**config.mk**
```make
export PLATFORM = sky130hd
export DESIGN_NAME = regfile_word_seq
export DESIGN_NICKNAME = d
export VERILOG_FILES = /design/src/rtl/regfile_word_seq_pkg.sv /design/src/rtl/word_inc16.sv /design/src/rtl/regfile_word_seq.sv
export SDC_FILE = /design/constraint.sdc
export NUM_CORES = 1
export LEC_CHECK = 0
export CORE_ASPECT_RATIO = 0.75
export CORE_MARGIN = 3
export CORE_UTILIZATION = 54
export CTS_CLUSTER_SIZE = 40
export DETAILED_ROUTE_END_ITERATION = 16
export PLACE_DENSITY = 0.87
export SYNTH_ARGS = -nofsm -noshare
export SYNTH_HDL_FRONTEND = slang
export SYNTH_SLANG_ARGS = --single-unit
export TNS_END_PERCENT = 50
```
**constraint.sdc**
```tcl
create_clock -name clk -period 4.4 [get_ports clk]
set_input_delay 0.88 -clock clk [delete_from_list [all_inputs] [get_ports clk]]
set_output_delay 0.88 -clock clk [all_outputs]
set_load 0.05 [all_outputs]
```
**src/rtl/regfile_word_seq_pkg.sv**
```systemverilog
// Shared encodings and FSM state type for the word-access register-file sequencer.
package regfile_word_seq_pkg;

  localparam int unsigned REG_CNT = 16;
  localparam int unsigned WORD_W  = 16;

  localparam logic [1:0] OP_READ  = 2'b00;
  localparam logic [1:0] OP_WRITE = 2'b01;
  localparam logic [1:0] OP_MOVE  = 2'b10;
  localparam logic [1:0] OP_INC   = 2'b11;

  typedef enum logic [2:0] {
    StIdle,
    StRdLo,
    StRdHi,
    StWrLo,
    StWrHi,
    StResp
  } state_e;

endpackage

```
**src/rtl/word_inc16.sv**
```systemverilog
// Combinational 16-bit increment; carry is set when the input was all ones.
module word_inc16
  import regfile_word_seq_pkg::*;
(
  input  logic [WORD_W-1:0] a,
  output logic [WORD_W-1:0] sum,
  output logic              carry
);

  assign {carry, sum} = {1'b0, a} + {{WORD_W{1'b0}}, 1'b1};

endmodule

```
**src/rtl/regfile_word_seq.sv**
```systemverilog
// Splits 16-bit READ/WRITE/MOVE/INC requests into low/high byte cycles on a
// byte-wide register-file port and returns the word on a valid/ready response.
module regfile_word_seq
  import regfile_word_seq_pkg::*;
#(
  parameter int unsigned ADDR_W = 4,
  parameter int unsigned BYTE_W = 8
) (
  input  logic                clk,
  input  logic                rst_n,
  input  logic                req_valid,
  output logic                req_ready,
  input  logic [1:0]          req_op,
  input  logic [ADDR_W-1:0]   req_src,
  input  logic [ADDR_W-1:0]   req_dst,
  input  logic [2*BYTE_W-1:0] req_wdata,
  output logic                rsp_valid,
  input  logic                rsp_ready,
  output logic [2*BYTE_W-1:0] rsp_data,
  output logic                rsp_carry,
  output logic [ADDR_W-1:0]   rf_addr,
  output logic                rf_high_b,
  output logic [BYTE_W-1:0]   rf_d_in,
  output logic                rf_write_en,
  input  logic [BYTE_W-1:0]   rf_q
);

  localparam int unsigned WordW = 2 * BYTE_W;

  state_e              state_q, state_d;
  logic [1:0]          op_q;
  logic [ADDR_W-1:0]   src_q, dst_q;
  logic [WordW-1:0]    wdata_q;
  logic [BYTE_W-1:0]   data_lo_q, data_hi_q;

  logic                accept;
  logic [WORD_W-1:0]   inc_sum;
  logic                inc_carry;
  logic [WordW-1:0]    word_sel;
  logic [ADDR_W-1:0]   wr_addr;

  assign accept = req_valid && (state_q == StIdle);

  word_inc16 u_inc (
    .a     ({data_hi_q, data_lo_q}),
    .sum   (inc_sum),
    .carry (inc_carry)
  );

  // One word serves both as the value written back and as the response payload.
  always_comb begin
    unique case (op_q)
      OP_WRITE: word_sel = wdata_q;
      OP_INC:   word_sel = inc_sum;
      default:  word_sel = {data_hi_q, data_lo_q};
    endcase
  end

  assign wr_addr = (op_q == OP_INC) ? src_q : dst_q;

  always_ff @(posedge clk or negedge rst_n) begin
    if (!rst_n) begin
      state_q <= StIdle;
    end else begin
      state_q <= state_d;
    end
  end

  always_comb begin
    state_d = state_q;
    unique case (state_q)
      StIdle: begin
        if (req_valid) begin
          state_d = (req_op == OP_WRITE) ? StWrLo : StRdLo;
        end
      end
      StRdLo: state_d = StRdHi;
      StRdHi: state_d = (op_q == OP_READ) ? StResp : StWrLo;
      StWrLo: state_d = StWrHi;
      StWrHi: state_d = StResp;
      StResp: begin
        if (rsp_ready) begin
          state_d = StIdle;
        end
      end
      default: state_d = StIdle;
    endcase
  end

  always_ff @(posedge clk or negedge rst_n) begin
    if (!rst_n) begin
      op_q      <= OP_READ;
      src_q     <= '0;
      dst_q     <= '0;
      wdata_q   <= '0;
      data_lo_q <= '0;
      data_hi_q <= '0;
    end else begin
      if (accept) begin
        op_q    <= req_op;
        src_q   <= req_src;
        dst_q   <= req_dst;
        wdata_q <= req_wdata;
      end
      if (state_q == StRdLo) begin
        data_lo_q <= rf_q;
      end
      if (state_q == StRdHi) begin
        data_hi_q <= rf_q;
      end
    end
  end

  always_comb begin
    req_ready   = 1'b0;
    rsp_valid   = 1'b0;
    rsp_data    = '0;
    rsp_carry   = 1'b0;
    rf_addr     = '0;
    rf_high_b   = 1'b0;
    rf_d_in     = '0;
    rf_write_en = 1'b0;
    unique case (state_q)
      StIdle: req_ready = 1'b1;
      StRdLo: rf_addr = src_q;
      StRdHi: begin
        rf_addr   = src_q;
        rf_high_b = 1'b1;
      end
      StWrLo: begin
        rf_write_en = 1'b1;
        rf_addr     = wr_addr;
        rf_d_in     = word_sel[BYTE_W-1:0];
      end
      StWrHi: begin
        rf_write_en = 1'b1;
        rf_addr     = wr_addr;
        rf_high_b   = 1'b1;
        rf_d_in     = word_sel[WordW-1:BYTE_W];
      end
      StResp: begin
        rsp_valid = 1'b1;
        rsp_data  = word_sel;
        rsp_carry = (op_q == OP_INC) && inc_carry;
      end
      default: ;
    endcase
  end

endmodule
```
==> flow_summary_export.csv, run 1 <==
group,metric,value,unit
synth,synth_area_leaders,"dfrtp_1, mux2_2, mux2i_1",
run,maxCapViolations,0,
final_layout,seqCellArea,1126,um^2
final_layout,multi_input_area,1572,um^2
worst_hold_path,min_path_cells,1,
clock_tree,postCtsResizedCells,0,
final_layout,areaGrowthSynthToFinish,27.26,%
setup_path,r2r_cells,4,
clock_tree,cts_setup_buffers,0,
synth,yosys_warnings,0,
setup_path,arrival,3.26,ns
clock_tree,cts_tree,"yes",
route,drtPass1Iterations,5,
synth,synth_common_cells,"dfrtp_1, nand2_1, mux2_2, nor2_1, o21ai_0",
final_layout,fillers,380,
route,vias_per_cell,6.162,
synth,synth_ff_type,"dfrtp_1",
grt,met3_usage,0.06616,
timing,final_max_slew_viol_count,0,
synth,ys_types,45,
timing,finalSetupViolCount,0,
grt,antenna_found_initial,0,
die,start_util,0.5721,
timing,worst_clock_skew,0.006009,ns
clock_tree,clk_pin_slew_worst_paths,0.08,ns
clock_tree,cts_buffers,5,
power,power.density,804.9,nW/um^2
grt,grt_pass1_vias,2295,
grt,use_met2,0.4176,
synth,yosysSeqAreaShare,0.3951,
final_layout,diodes,0,
placement,preCtsSetupSlack,0.6712,ns
final_layout,drive_above_1_share,0.1441,
die,io_pins,71,
final_layout,instances_no_fill,419,
setup_path,path_cells,"inv_1 > nor2_1 > a222oi_1 > o22ai_1 > clkdlybuf4s50_1",
timing,whs,0.4913,ns
die,die_width,89.89,um
clock_tree,clock-sinks,45,
timing,worst_slack,0.2649,ns
clock_tree,cts_root_buf,"clkbuf_8",
synth,synth_edf_count,0,
synth,ys_ff_latch,45,
die,die_y,68.92,um
setup_path,crit_buf_inv,2,
setup_path,cp_max_fo,25,
timing,timing.fmax,241.8,MHz
synth,synth_nets,330,
clock_tree,clk_path_buf_depth,2,
setup_path,cp_slowest_cell,"clkdlybuf4s50_1",
clock_tree,hold_buffers,0,
final_layout,finalInstanceArea,3627,um^2
setup_path,worstSetupPathType,"reg2out",
route,drc,0,
die,dieArea,6195,um^2
route,routedWlPerCell,18.25,um
grt,grt_max_degree,46,
synth,yosysMostFrequentCell,"dfrtp_1",
placement,globalplace.congestion,0.9277,
grt,top_usage_layer,"met2",
route,drtIter0Drc,204,
clock_tree,clk_latency,0.30,ns
synth,async_flop_share,1.000,
timing,slew_headroom,0.3482,
synth,yosys.area.top_type_share,0.3951,
grt,grt_use_met1,0.3363,
timing,fin_setup_tns,0,ns
power,leakagePower,1.447,nW
final_layout,nets,385,
die,rows,22,
grt,grt_util_all_layers,0.2534,
route,final_antenna_net_count,0,
outcome,status,"complete, no violations",
worst_hold_path,hp-class,"reg2reg",
placement,portBuffers,70,
synth,synth_area_per_cell,9.795,um^2
timing,final.min_clock_period,4.135,ns
setup_path,cp_top_family,"buffers and inverters",
timing,period_share,0.9398,
synth,yosys.area.top_type,"dfrtp_1",
timing,tightest_slew,0.9777,ns
grt,grt_first_pass_wirelength,12080,um
clock_tree,h-tree-depth,2,
placement,place_area,3543,um^2
setup_path,cp-end-kind,"primary output",
die,coreArea,4982,um^2
synth,syn_area,2850,um^2
setup_path,path_depth,5,
power,peakVddDrop,413.3,uV
synth,synthCells,291,
setup_path,start_kind,"flip-flop",
route,vias,2582,
timing,hold_violations,0,
placement,dp_hpwl,5600,um
grt,grt.overflow.total,0,
route,wirelength,7648,um
setup_path,crit_path_max_incr_delay,0.84,ns
setup_path,required,3.52,ns
timing,rsz0062_at_grt,"false",
placement,post-place-cells,411,
-- cell usage in the layout, fill, tap and decap left out, types with 8 or more instances in the layout --
cell type,count
o21ai_0,15
mux2_1,10
mux2_2,26
dfrtp_1,45
nand2_1,27
mux2i_1,13
clkdlybuf4s50_1,69
inv_1,8
nor2_1,24
o22ai_1,14
-- layer usage --
metal,share of wire,up-vias
li1,-,1177
met1,0.44,1229
met2,0.44,157
met3,0.097,19
met4,0.017,0
met5,0,-
-- power by group --
group | internal [W] | switching [W] | total [W]
clock network | 0.000112 | 0.000138 | 0.000251
logic | 0.000687 | 0.000999 | 0.00169
registers | 0.000624 | 0.000359 | 0.000983
-- through the flow --
stage                     power, W    util
after floorplan           0.002159       -
after global placement    0.002590  0.7112
after detailed placement  0.002652  0.7112
after CTS                 0.002908  0.7280
after global routing      0.003088  0.7280
final                     0.002920  0.7280
-- logic make-up (layout without fill, tap and decap cells) --
| group | after synthesis | count (layout) | synth area share |
|---|---|---|---|
| XOR/XNOR | 6 | 6 | 0.01844 |
| AND/OR/NAND/NOR | 91 | 91 | 0.1879 |
| adder cells (fa/ha/maj) | 1 | 1 | 0.004389 |
| AO/OA/AOI/OAI | 65 | 65 | 0.1528 |
| flip-flops | 45 | 45 | 0.3951 |
| multiplexers | 49 | 49 | 0.1879 |
| buffers and inverters | 34 | 90 | 0.05356 |
-- state kept, by name, summed over array words and instances, names as in the netlist --
| name | cells |
|---|---|
| op_q | 2 |
| wdata_q | 16 |
| data_lo_q | 8 |
| dst_q | 4 |
| src_q | 4 |
| state_q | 3 |
| data_hi_q | 8 |
-- layout make-up --
class                   count  share of cell area
multi-input cells         212              0.4333
flip-flops and latches     45              0.3105
repair buffers             74              0.2001
well taps                  72             0.02484
clock buffers               7             0.02104
inverters                   8            0.008279
clock inverters             1            0.002070
-- path summary, 6_finish.rpt --
check                                             start  slack (ns)                        to
worst max-delay path                op_q[0]$_DFFE_PN0P_        0.26                rf_d_in[5]
worst min-delay path            wdata_q[11]$_DFFE_PN0P_        0.49   wdata_q[11]$_DFFE_PN0P_
worst max register to register   state_q[1]$_DFFE_PN0P_        2.24      dst_q[3]$_DFFE_PN0P_
worst min register to register  wdata_q[11]$_DFFE_PN0P_        0.49   wdata_q[11]$_DFFE_PN0P_
max in group asynchronous                         rst_n        3.05  data_hi_q[1]$_DFFE_PN0P_
min in group asynchronous                         rst_n        0.73    state_q[2]$_DFFE_PN0P_
(Power assumes the default switching activity.)
==> run 2, diff against run 1 <==
--- a/config.mk
+++ b/config.mk
@@ -7,10 +7,10 @@
 export LEC_CHECK = 0
 export CORE_ASPECT_RATIO = 0.75
 export CORE_MARGIN = 3
-export CORE_UTILIZATION = 54
+export CORE_UTILIZATION = 40
 export CTS_CLUSTER_SIZE = 40
 export DETAILED_ROUTE_END_ITERATION = 16
-export PLACE_DENSITY = 0.87
+export PLACE_DENSITY = 0.67
 export SYNTH_ARGS = -nofsm -noshare
 export SYNTH_HDL_FRONTEND = slang
 export SYNTH_SLANG_ARGS = --single-unit
==> run 2 against run 1 <==
  * Sequential power decreased by 2%
  * Combinational power about the same
  * Utilization decreased by 17 points
  * Clock power increased by 21%
  * Total power increased by 2.4%
  * Critical path depth unchanged
  * Maximum frequency increased by 9.1%
  * Global-route usage decreased by 4.4 points
  * Highest routed layer unchanged
  * Die area increased by 32%
  * Non-clock buffer count increased by 2
==> flow_summary_export.csv, run 2 (synthesized netlist as in run 1, its figures left out) <==
group,metric,value,unit
die,die_width,103.5,um
final_layout,instances_no_fill,442,
clock_tree,clock-sinks,45,
route,routedWlPerCell,18.37,um
timing,final_max_slew_viol_count,0,
final_layout,nets,387,
clock_tree,h-tree-depth,2,
clock_tree,cts_tree,"yes",
timing,slew_headroom,0.3131,
route,dr_wl_met3,621,um
final_layout,drive_above_1_share,0.1523,
timing,finalSetupViolCount,0,
setup_path,r2r_cells,4,
route,drc,0,
setup_path,arrival,2.91,ns
setup_path,cp_slowest_cell,"clkdlybuf4s50_1",
timing,hold_violations,0,
grt,grt_max_degree,46,
clock_tree,cts_setup_buffers,0,
placement,portBuffers,70,
die,rows,25,
grt,grt_first_pass_wirelength,13190,um
final_layout,largest_reg_flops,16,
setup_path,ff2ff_setup_slack,2.28,ns
route,wl_met2,3439,um
die,die_y,79.11,um
timing,rsz0062_at_grt,"false",
setup_path,path_cells,"nand2_1 > a21oi_1 > o221ai_1 > o21ai_1 > clkdlybuf4s50_1",
die,start_util,0.4318,
clock_tree,hold_buffers,0,
timing,final.min_clock_period,3.789,ns
clock_tree,clk_path_buf_depth,2,
route,drtPass1Iterations,4,
worst_hold_path,holdCritStartpoint,"wdata_q[11]$_DFFE_PN0P_",
placement,globalplace.congestion,0.8880,
setup_path,crit_path_start,"state_q[2]$_DFFE_PN0P_",
route,m1WireLength,3990,um
setup_path,regToRegEndpoint,"dst_q[0]$_DFFE_PN0P_",
placement,post-place-cells,435,
route,routed.top_layer,"met4",
grt,antenna_found_initial,0,
power,power.density,809.9,nW/um^2
worst_hold_path,hp-class,"reg2reg",
setup_path,required,3.52,ns
final_layout,max_flop_register,"wdata_q",
timing,period_share,0.8611,
final_layout,final_common_cell,"clkdlybuf4s50_1",
timing,timing.fmax,263.9,MHz
final_layout,diodes,0,
worst_hold_path,min_to,"wdata_q[11]$_DFFE_PN0P_",
die,coreArea,6600,um^2
route,wirelength,8119,um
clock_tree,cts_root_buf,"clkbuf_8",
die,dieArea,8185,um^2
setup_path,timing.rr.start,"state_q[1]$_DFFE_PN0P_",
setup_path,crit_path_max_incr_delay,0.83,ns
grt,grt.overflow.total,0,
timing,fin_setup_tns,0,ns
timing,worst_clock_skew,0.005999,ns
setup_path,cp-end-kind,"primary output",
power,leakagePower,1.472,nW
final_layout,top_regs,"wdata_q: 16 flops, data_hi_q: 8 flops, data_lo_q: 8 flops",
worst_hold_path,min_path_cells,1,
clock_tree,postCtsResizedCells,0,
final_layout,final_cell_mix,"clkdlybuf4s50_1, dfrtp_1, nand2_1",
timing,tightest_slew,1.030,ns
grt,grt_pass1_vias,2439,
run,maxCapViolations,0,
power,peakVddDrop,439.7,uV
outcome,status,"complete, no violations",
final_layout,areaGrowthSynthToFinish,29.46,%
route,vias_per_cell,5.572,
die,io_pins,71,
clock_tree,clk_pin_slew_worst_paths,0.08,ns
setup_path,cp_max_fo,16,
clock_tree,clk_latency,0.30,ns
route,drtIter0Drc,160,
route,vias,2463,
placement,dp_hpwl,6021,um
route,final_antenna_net_count,0,
setup_path,start_kind,"flip-flop",
grt,grt_util_all_layers,0.2097,
setup_path,worstSetupPathType,"reg2out",
clock_tree,cts_buffers,5,
run 2: critical path, delay by kind of cell (launching register included):
family / cells / cell delay (ns)
buffers and inverters: 1 / 0.83
and+or+nand+nor: 1 / 0.51
DFF: 1 / 0.69
AOI/OAI and AO/OA: 3 / 0.58
run 2: cell type report:
class,count,area [um^2]
inverter,8,30.03
timing repair buffer,76,740.7
clock buffer,5,68.82
fill,607,2910
sequential,45,1126
tap,94,117.6
clock inverter,2,35.03
multi-input combinational,212,1572
run 2: how the worst max path moves through the flow:
stage                            end  cells past startpoint
after global routing      rf_addr[3]                      6
after global placement    rf_addr[3]                      6
after detailed placement  rf_addr[3]                      6
after CTS                 rf_addr[3]                      6
after floorplan           rf_d_in[1]                      6
final                     rf_d_in[4]                      5
run 2: metal layers:
metal	global-route usage	vias up
met5	0	-
met4	0.04140	0
met3	0.03863	10
met2	0.2907	94
met1	0.3367	1179
li1	-	1180
run 2: power breakdown:
part | internal [W] | switching (W) | total, W
logic | 0.000698 | 0.00102 | 0.00172
clock network | 0.000165 | 0.000138 | 0.000303
registers | 0.000625 | 0.000340 | 0.000964
run 2: stage by stage:
| stage | setup slack [ns] | area, um^2 | utilization | total power [W] | hold slack [ns] |
|---|---|---|---|---|---|
| after global routing | 0.3634 | 3690 | 0.5591 | 0.003199 | 0.5158 |
| after global placement | 0.9757 | 3586 | 0.5433 | 0.002654 | 0.4626 |
| after CTS | 0.6157 | 3690 | 0.5591 | 0.002996 | 0.4946 |
| after floorplan | 1.165 | 2850 | - | 0.002159 | 0.4492 |
| final | 0.6111 | 3690 | 0.5591 | 0.002988 | 0.5004 |
| after detailed placement | 0.9436 | 3586 | 0.5433 | 0.002686 | 0.4735 |
==> run 3, diff against run 2 <==
--- a/config.mk
+++ b/config.mk
@@ -7,10 +7,10 @@
 export LEC_CHECK = 0
 export CORE_ASPECT_RATIO = 0.75
 export CORE_MARGIN = 3
-export CORE_UTILIZATION = 40
+export CORE_UTILIZATION = 38
 export CTS_CLUSTER_SIZE = 40
 export DETAILED_ROUTE_END_ITERATION = 16
-export PLACE_DENSITY = 0.67
+export REMOVE_ABC_BUFFERS = 1
 export SYNTH_ARGS = -nofsm -noshare
 export SYNTH_HDL_FRONTEND = slang
 export SYNTH_SLANG_ARGS = --single-unit
==> run 3 against run 2 <==
  * Register-to-register slack better by 0.21 ns
  * Maximum frequency down 0.13%
  * Clock skew down 0.0019 ns
  * Final area down 0.51%
  * Critical path depth unchanged
  * Wire length down 3.7%
  * Critical path type unchanged
  * Largest cell class unchanged
  * Highest routed layer unchanged
==> flow_summary_export.csv, run 3 (synthesized netlist as in run 1, its figures left out) <==
group,metric,value,unit
outcome,status,"complete, no violations",
timing,tightest_slew,1.044,ns
timing,hold_violations,0,
timing,fin_setup_tns,0,ns
route,drtIter0Drc,131,
route,dr_wl_met3,522,um
setup_path,start_kind,"flip-flop",
power,power.density,790.7,nW/um^2
placement,preCtsSetupSlack,0.9710,ns
grt,grt_max_degree,46,
setup_path,crit_path_start,"op_q[0]$_DFFE_PN0P_",
route,routed.top_layer,"met4",
final_layout,max_flop_register,"wdata_q",
grt,grt.overflow.total,0,
timing,finalSetupViolCount,0,
final_layout,final_cell_mix,"clkdlybuf4s50_1, dfrtp_1, nand2_1",
setup_path,worstSetupPathType,"reg2out",
route,drc,0,
clock_tree,hold_buffers,0,
die,rows,26,
clock_tree,clk_latency,0.30,ns
route,vias_per_cell,5.501,
timing,rsz0062_at_grt,"false",
die,die_y,81.01,um
route,routedWlPerCell,17.49,um
timing,worst_clock_skew,0.004055,ns
setup_path,path_cells,"inv_1 > nor2_1 > a221oi_1 > o21ai_1 > clkdlybuf4s50_1",
die,start_util,0.4056,
grt,grt_first_pass_wirelength,12990,um
clock_tree,cts_buffers,5,
power,peakVddDrop,458.2,uV
final_layout,areaGrowthSynthToFinish,28.80,%
grt,grt_util_all_layers,0.1907,
clock_tree,clk_path_buf_depth,2,
route,final_antenna_net_count,0,
timing,timing.fmax,263.6,MHz
run,maxCapViolations,0,
grt,grt_pass1_vias,2441,
die,coreArea,7027,um^2
final_layout,nets,387,
route,vias,2459,
worst_hold_path,holdCritStartpoint,"wdata_q[11]$_DFFE_PN0P_",
die,die_width,106.0,um
timing,slew_headroom,0.3038,
clock_tree,clk_pin_slew_worst_paths,0.08,ns
worst_hold_path,hp-class,"reg2reg",
grt,antenna_found_initial,0,
power,leakagePower,1.458,nW
final_layout,top_regs,"wdata_q: 16 flops, data_hi_q: 8 flops, data_lo_q: 8 flops",
timing,final.min_clock_period,3.794,ns
clock_tree,cts_tree,"yes",
final_layout,largest_reg_flops,16,
clock_tree,cts_setup_buffers,0,
final_layout,diodes,0,
route,wl_met2,3220,um
setup_path,endpoint,"rf_d_in[7]",
timing,worst_slack,0.6063,ns
route,m1WireLength,3974,um
placement,place_area,3591,um^2
setup_path,ff2ff_setup_slack,2.49,ns
setup_path,required,3.52,ns
timing,period_share,0.8622,
die,dieArea,8587,um^2
route,drtPass1Iterations,4,
placement,portBuffers,70,
setup_path,r2r_cells,2,
clock_tree,cts_root_buf,"clkbuf_8",
setup_path,cp-end-kind,"primary output",
final_layout,drive_above_1_share,0.1461,
route,wirelength,7817,um
setup_path,cp_slowest_cell,"clkdlybuf4s50_1",
setup_path,cp_max_fo,17,
setup_path,arrival,2.91,ns
timing,final_max_slew_viol_count,0,
placement,dp_hpwl,5692,um
clock_tree,h-tree-depth,2,
final_layout,finalInstanceArea,3671,um^2
setup_path,timing.rr.start,"state_q[0]$_DFFE_PN0P_",
setup_path,crit_path_max_incr_delay,0.85,ns
placement,globalplace.congestion,0.8506,
clock_tree,postCtsResizedCells,0,
final_layout,final_common_cell,"clkdlybuf4s50_1",
clock_tree,clock-sinks,45,
setup_path,regToRegEndpoint,"data_lo_q[4]$_DFFE_PN0N_",
die,io_pins,71,
-- run 3: report_power, final --
part / internal (W) / total [W] / switching [W] / leakage [nW]
registers: 0.000625 / 0.000941 / 0.000315 / 0.536
clock network: 0.000113 / 0.000249 / 0.000136 / 0.0395
logic: 0.000698 / 0.00171 / 0.00101 / 0.882
-- run 3: critical path, delay by kind of cell, from the launching register on --
family / cells / cell delay (ns)
buffers and inverters: 2 / 1.20
DFF: 1 / 0.53
and+or+nand+nor: 1 / 0.48
AOI/OAI and AO/OA: 2 / 0.39
-- run 3: how the worst min path moves through the flow --
stage / slack, ns / cells past startpoint / to
after floorplan: 0.45 / 1 / wdata_q[11]$_DFFE_PN0P_
after CTS: 0.50 / 1 / wdata_q[11]$_DFFE_PN0P_
after global routing: 0.53 / 1 / wdata_q[11]$_DFFE_PN0P_
after global placement: 0.48 / 1 / wdata_q[8]$_DFFE_PN0P_
final: 0.50 / 1 / wdata_q[11]$_DFFE_PN0P_
after detailed placement: 0.48 / 1 / wdata_q[11]$_DFFE_PN0P_
-- run 3: final cells by class --
class                   instances  area (um^2)
clock buffers                   8        80.08
fillers                       676         3356
inverters                       8        30.03
multi-input cells             212         1572
flip-flops and latches         45         1126
well taps                      98        122.6
repair buffers                 76        740.7
-- run 3: per-layer routing --
layer / vias up / global-route usage
met5: - / 0
met4: 0 / 0.05433
met3: 10 / 0.04607
met2: 81 / 0.2653
met1: 1180 / 0.2910
li1: 1188 / -
-- run 3: metrics by stage --
stage,cells,hold WS [ns],util,power [W]
6_report,447,0.5002,0.5224,0.002903
3_5_place_dp,439,0.4828,0.5110,0.002660
5_1_grt,447,0.5349,0.5224,0.003115
3_3_place_gp,439,0.4785,0.5110,0.002634
2_1_floorplan,265,0.4492,-,0.002081
4_1_cts,447,0.5021,0.5224,0.002919
